### src/rtl/mem_stage_lsu.sv
// Load/store unit in front of the RV32I data memory: one request in flight,
// address/alignment/range check at accept, one-cycle memory access, held response.
module mem_stage_lsu #(
  parameter int MEM_WORDS = 256
) (
  input  logic        clk,
  input  logic        rst,
  input  logic        req_valid,
  output logic        req_ready,
  input  logic        req_op,
  input  logic [2:0]  req_funct3,
  input  logic [31:0] req_base,
  input  logic [31:0] req_offset,
  input  logic [31:0] req_store_data,
  input  logic [4:0]  req_rd,
  output logic        mem_read_en,
  output logic        mem_write_en,
  output logic [31:0] mem_address,
  output logic [31:0] mem_write_data,
  output logic [2:0]  mem_funct3,
  input  logic [31:0] mem_read_data,
  output logic        rsp_valid,
  input  logic        rsp_ready,
  output logic [31:0] rsp_data,
  output logic [4:0]  rsp_rd,
  output logic        rsp_we,
  output logic        rsp_exc,
  output logic [1:0]  rsp_cause
);

  localparam logic [31:0] MEM_LIMIT = 32'(MEM_WORDS);

  typedef enum logic [1:0] {IDLE, ACCESS, RESP} state_t;

  typedef struct packed {
    logic        op;
    logic [2:0]  funct3;
    logic [31:0] addr;
    logic [31:0] data;
  } req_t;

  state_t      state, state_nxt;
  req_t        lat;
  logic [31:0] sum;
  logic        misal, legal, fault, exc, accept;
  logic [1:0]  cause;

  // Checks run on the raw sum so the exception response is ready one edge after accept.
  assign sum = req_base + req_offset;

  always_comb begin
    misal = 1'b0;
    case (req_funct3[1:0])
      2'b01:   misal = sum[0];
      2'b10:   misal = |sum[1:0];
      default: misal = 1'b0;
    endcase
    if (req_op) legal = req_funct3 inside {3'b000, 3'b001, 3'b010};
    else        legal = req_funct3 inside {3'b000, 3'b001, 3'b010, 3'b100, 3'b101};
    fault = ({2'b00, sum[31:2]} >= MEM_LIMIT) || !legal;
    exc   = misal || fault;
    if (misal)      cause = req_op ? 2'b10 : 2'b01;
    else if (fault) cause = 2'b11;
    else            cause = 2'b00;
  end

  always_ff @(posedge clk) begin
    if (rst) state <= IDLE;
    else     state <= state_nxt;
  end

  always_comb begin
    state_nxt      = state;
    req_ready      = 1'b0;
    mem_read_en    = 1'b0;
    mem_write_en   = 1'b0;
    mem_address    = '0;
    mem_write_data = '0;
    mem_funct3     = '0;
    case (state)
      IDLE:    req_ready = 1'b1;
      RESP:    req_ready = rsp_ready;
      default: req_ready = 1'b0;
    endcase
    if (rst) req_ready = 1'b0;
    accept = req_valid & req_ready;
    case (state)
      IDLE: if (accept) state_nxt = exc ? RESP : ACCESS;
      ACCESS: begin
        state_nxt = RESP;
        // A reset landing on the access cycle must not let a store commit.
        if (!rst) begin
          mem_read_en    = ~lat.op;
          mem_write_en   = lat.op;
          mem_address    = lat.addr;
          mem_write_data = lat.data;
          mem_funct3     = lat.funct3;
        end
      end
      RESP: begin
        if (accept)         state_nxt = exc ? RESP : ACCESS;
        else if (rsp_ready) state_nxt = IDLE;
      end
      default: state_nxt = IDLE;
    endcase
  end

  assign rsp_valid = (state == RESP);

  always_ff @(posedge clk) begin
    if (rst) begin
      lat       <= '0;
      rsp_data  <= '0;
      rsp_rd    <= '0;
      rsp_we    <= 1'b0;
      rsp_exc   <= 1'b0;
      rsp_cause <= 2'b00;
    end else if (accept) begin
      lat       <= '{op: req_op, funct3: req_funct3, addr: sum, data: req_store_data};
      rsp_rd    <= req_rd;
      rsp_exc   <= exc;
      rsp_cause <= cause;
      rsp_we    <= 1'b0;
      rsp_data  <= '0;
    end else if (state == ACCESS) begin
      // Load data is captured even for rd=0; only the write enable is suppressed.
      rsp_data <= lat.op ? 32'd0 : mem_read_data;
      rsp_we   <= ~lat.op && (rsp_rd != 5'd0);
    end else if (state == RESP && rsp_ready) begin
      rsp_data  <= '0;
      rsp_rd    <= '0;
      rsp_we    <= 1'b0;
      rsp_exc   <= 1'b0;
      rsp_cause <= 2'b00;
    end
  end

endmodule

### config.mk
export PLATFORM = sky130hd
export DESIGN_NAME = mem_stage_lsu
export DESIGN_NICKNAME = d
export VERILOG_FILES = /design/src/rtl/mem_stage_lsu.sv
export SDC_FILE = /design/constraint.sdc
export NUM_CORES = 1
export LEC_CHECK = 0
export CORE_MARGIN = 4
export CORE_UTILIZATION = 49
export DETAILED_ROUTE_END_ITERATION = 8
export PLACE_DENSITY = 0.87
export RECOVER_POWER = 25
export SKIP_LAST_GASP = 1
export SYNTH_ARGS = -nofsm -noshare
export SYNTH_HDL_FRONTEND = slang
export SYNTH_SLANG_ARGS = --single-unit
### constraint.sdc
create_clock -name clk -period 5 [get_ports clk]
set_clock_uncertainty 0.15 [all_clocks]
set_input_delay 0.5 -clock clk [delete_from_list [all_inputs] [get_ports clk]]
set_output_delay 0.5 -clock clk [all_outputs]
set_load 0.03 [all_outputs]
==> impl_metrics.yaml <==
cts:
  htree_levels: 3
  root_buffer: "clkbuf_16"
  ctsResizeCount: 0
  cts_tree: "done"
  cts_setup_buffers: 0
  path_clk_slew_ns: 0.07
  clkSinkCount: 111
  cts_made_buffers: 9
  cts_max_path_buffers: 2
  hold_buffers: 0
  clkLatencyLatePin_ns: 0.34
flow_run:
  drv_cap: 1
pwr:
  comb_power_share: 0.273
  clkPwrFrac: 0.297
  ir_drop_v: 0.000188
  swShare: 0.298
  p_int_uw: 1570
  power.net_switching_uw: 667
  finalPower_uw: 2240
  power.static_leakage_uw: 0.00356
  powerDensity_nw_per_um2: 233
  p_seq_frac: 0.430
worst_setup_path:
  cp_max_fo: 74
  cp.required_ns: 5.09
  worst_setup_path_end_kind: "flop"
  critPathLaunchType: "input port"
  rr_endpoint: "lat[45]"
  critPathCapture: "lat[45]"
  crit_type: "in2reg"
  startpoint: "rst"
  ff2ff_setup_slack_ns: 1.65
  r2r_cells: 5
  r2r_start: "state[1]"
  worstPathArrival_ns: 3.88
logic_synthesis:
  synth_area_leaders: "dfxtp_1 (33%), ha_1 (6.2%), nor2_1 (6.2%), o21ai_0 (6.0%), nand2b_1 (4.8%)"
  synth_fp_nets: 1043
  synth.distinct_cells: 79
  synth-seq-cells: 111
  syn_inst: 867
  avgSynthCellArea_sq_um: 7.88
  ys.flop_type: "dfxtp_1"
  seq_area_frac_synth: 0.325
  ys.warnings.count: 0
  async_flop_share: 0
  yosysMostFrequentCell: "nor2_1"
  synth_edf_count: 0
  netlist_area_sq_um: 6830
  netlist_top_cells_count: "nor2_1 (112), dfxtp_1 (111), nand2_1 (86)"
  yosysTopAreaCellShare: 0.325
  synth_top_area_cell: "dfxtp_1"
sta:
  period_needed_ns: 3.79
  fmax_ghz: 0.264
  setup_viol: 0
  tns_ns: 0
  relSlewSlack: -0.209
  slew_violations: 35
  period_share: 0.759
  finalHoldViolCount: 0
  tightest_slew_ns: 1.81
  rsz0062_at_grt: "no"
finish:
  diodes: 0
  multiInputGateArea_sq_um: 4300
  utilization: 0.714
  nFillCells: 1083
  layout-drive-gt1-share: 0.0491
  final-seq-area_sq_um: 2220
  layout.cells.non_filler: 1256
  finalNetCount: 1252
  area_delta_synth_final_pct: 40.5
grt:
  grt_pass1_wl_um: 32900
  grt-ovfl-total: 0
  grt_pass1_vias: 6468
  antenna_found_initial: 0
  grt_use_total: 0.250
  grt_start_max_net_pins: 75
min_path:
  min_path_type: "reg2reg"
placement:
  io_buffers: 252
  globalplace.congestion: 0.916
  dp.cells: 1241
  dpl.hpwl_um: 16600
floorplanning:
  fp.dieH_um: 126
  core_sq_um: 13500
  dieWidth_um: 126
  row_count: 42
  num_io_pins: 253
  dieArea_sq_um: 15900
  start_util: 0.508
detailed_routing:
  avgRoutedWirePerCell_um: 17.3
  dr_total_vias: 7176
  viasPerCell: 5.71
  drt_iter0_markers: 523
  dr.pass1.iters: 5
  drtAntennaViolNets: 0
  drc: 0
  drt_wl_total_um: 21700
status:
  status: "complete, but fails checks"
  violations: "capacitance limit, slew limit"
==> cell families after synthesis <==
family	Yosys count	synth area share
mux	5	0.00733
buf+inv	69	0.0467
flops	111	0.325
compound gates	247	0.242
fa+ha+maj	35	0.0652
xor+xnor	17	0.0229
simple gates	383	0.290
==> worst min path at each step <==
stage,slack (ns),startpoint,end,depth (start not counted)
4_1_cts,0.30,rsp_exc,rsp_exc,2
6_report,0.29,rsp_exc,rsp_exc,2
3_5_place_dp,0.29,rsp_exc,rsp_exc,2
2_1_floorplan,0.29,lat[58],lat[58],2
3_3_place_gp,0.29,rsp_exc,rsp_exc,2
5_1_grt,0.32,rsp_cause[1],rsp_cause[1],2
==> area by class of cell <==
cell class | count | area share
clock buffer | 13 | 0.0261
clock inverter | 2 | 0.00182
inverter | 8 | 0.00313
multi-input combinational | 687 | 0.448
sequential | 111 | 0.231
tap | 176 | 0.0229
timing repair buffer | 259 | 0.267
==> through the flow <==
stage	hold slack, ns	instance area [sq um]	setup slack (ns)
2_1_floorplan	0.295	6830	1.77
3_3_place_gp	0.291	9340	1.04
3_5_place_dp	0.292	9340	0.963
4_1_cts	0.303	9610	1.33
5_1_grt	0.322	9600	0.852
6_report	0.295	9600	1.21
==> per-layer routing <==
layer,global-route usage,vias up,share of wire
met2,0.426,293,0.48
met3,0.0491,32,0.069
met4,0.0795,0,0.022
li1,-,3526,-
met1,0.320,3325,0.43
met5,0,-,0
==> layout by cell type (no fill, tap or decap), types with 8 or more instances in the layout <==
| master | n |
|---|---|
| nor3_1 | 15 |
| clkdlybuf4s50_1 | 210 |
| nor3b_1 | 26 |
| dfxtp_1 | 111 |
| nand4_1 | 14 |
| xor2_1 | 11 |
| ha_1 | 34 |
| dlygate4sd3_1 | 41 |
| nand3_1 | 13 |
| inv_1 | 8 |
| nor2_1 | 111 |
| a22oi_1 | 40 |
| o21ai_0 | 82 |
| a21oi_1 | 32 |
| nand2b_1 | 51 |
| clkbuf_16 | 9 |
| nand3b_1 | 19 |
| o21ai_1 | 15 |
| nand2_1 | 86 |
==> sequential cells by signal, summed over array words and instances, names as in the netlist <==
register	flops
lat	68
rsp_data	32
rsp_rd	5
rsp_cause	2
state	2
rsp_exc	1
rsp_we	1
==> critical path: stages <==
cell      delay, ns
buf_2          0.43
a211oi_1       0.49
and2_0         1.41
buf_4          0.71
nor3b_1        0.11
a21o_1         0.19
==> power groups by stage <==
stage          Clock, uW  Sequential, uW  Combinational, uW
2_1_floorplan          0             987                383
3_3_place_gp           0             982                592
3_5_place_dp           0             984                602
4_1_cts              676             965                606
5_1_grt              710             970                661
6_report             664             964                611
No activity file was read; power rests on OpenSTA's default activity.
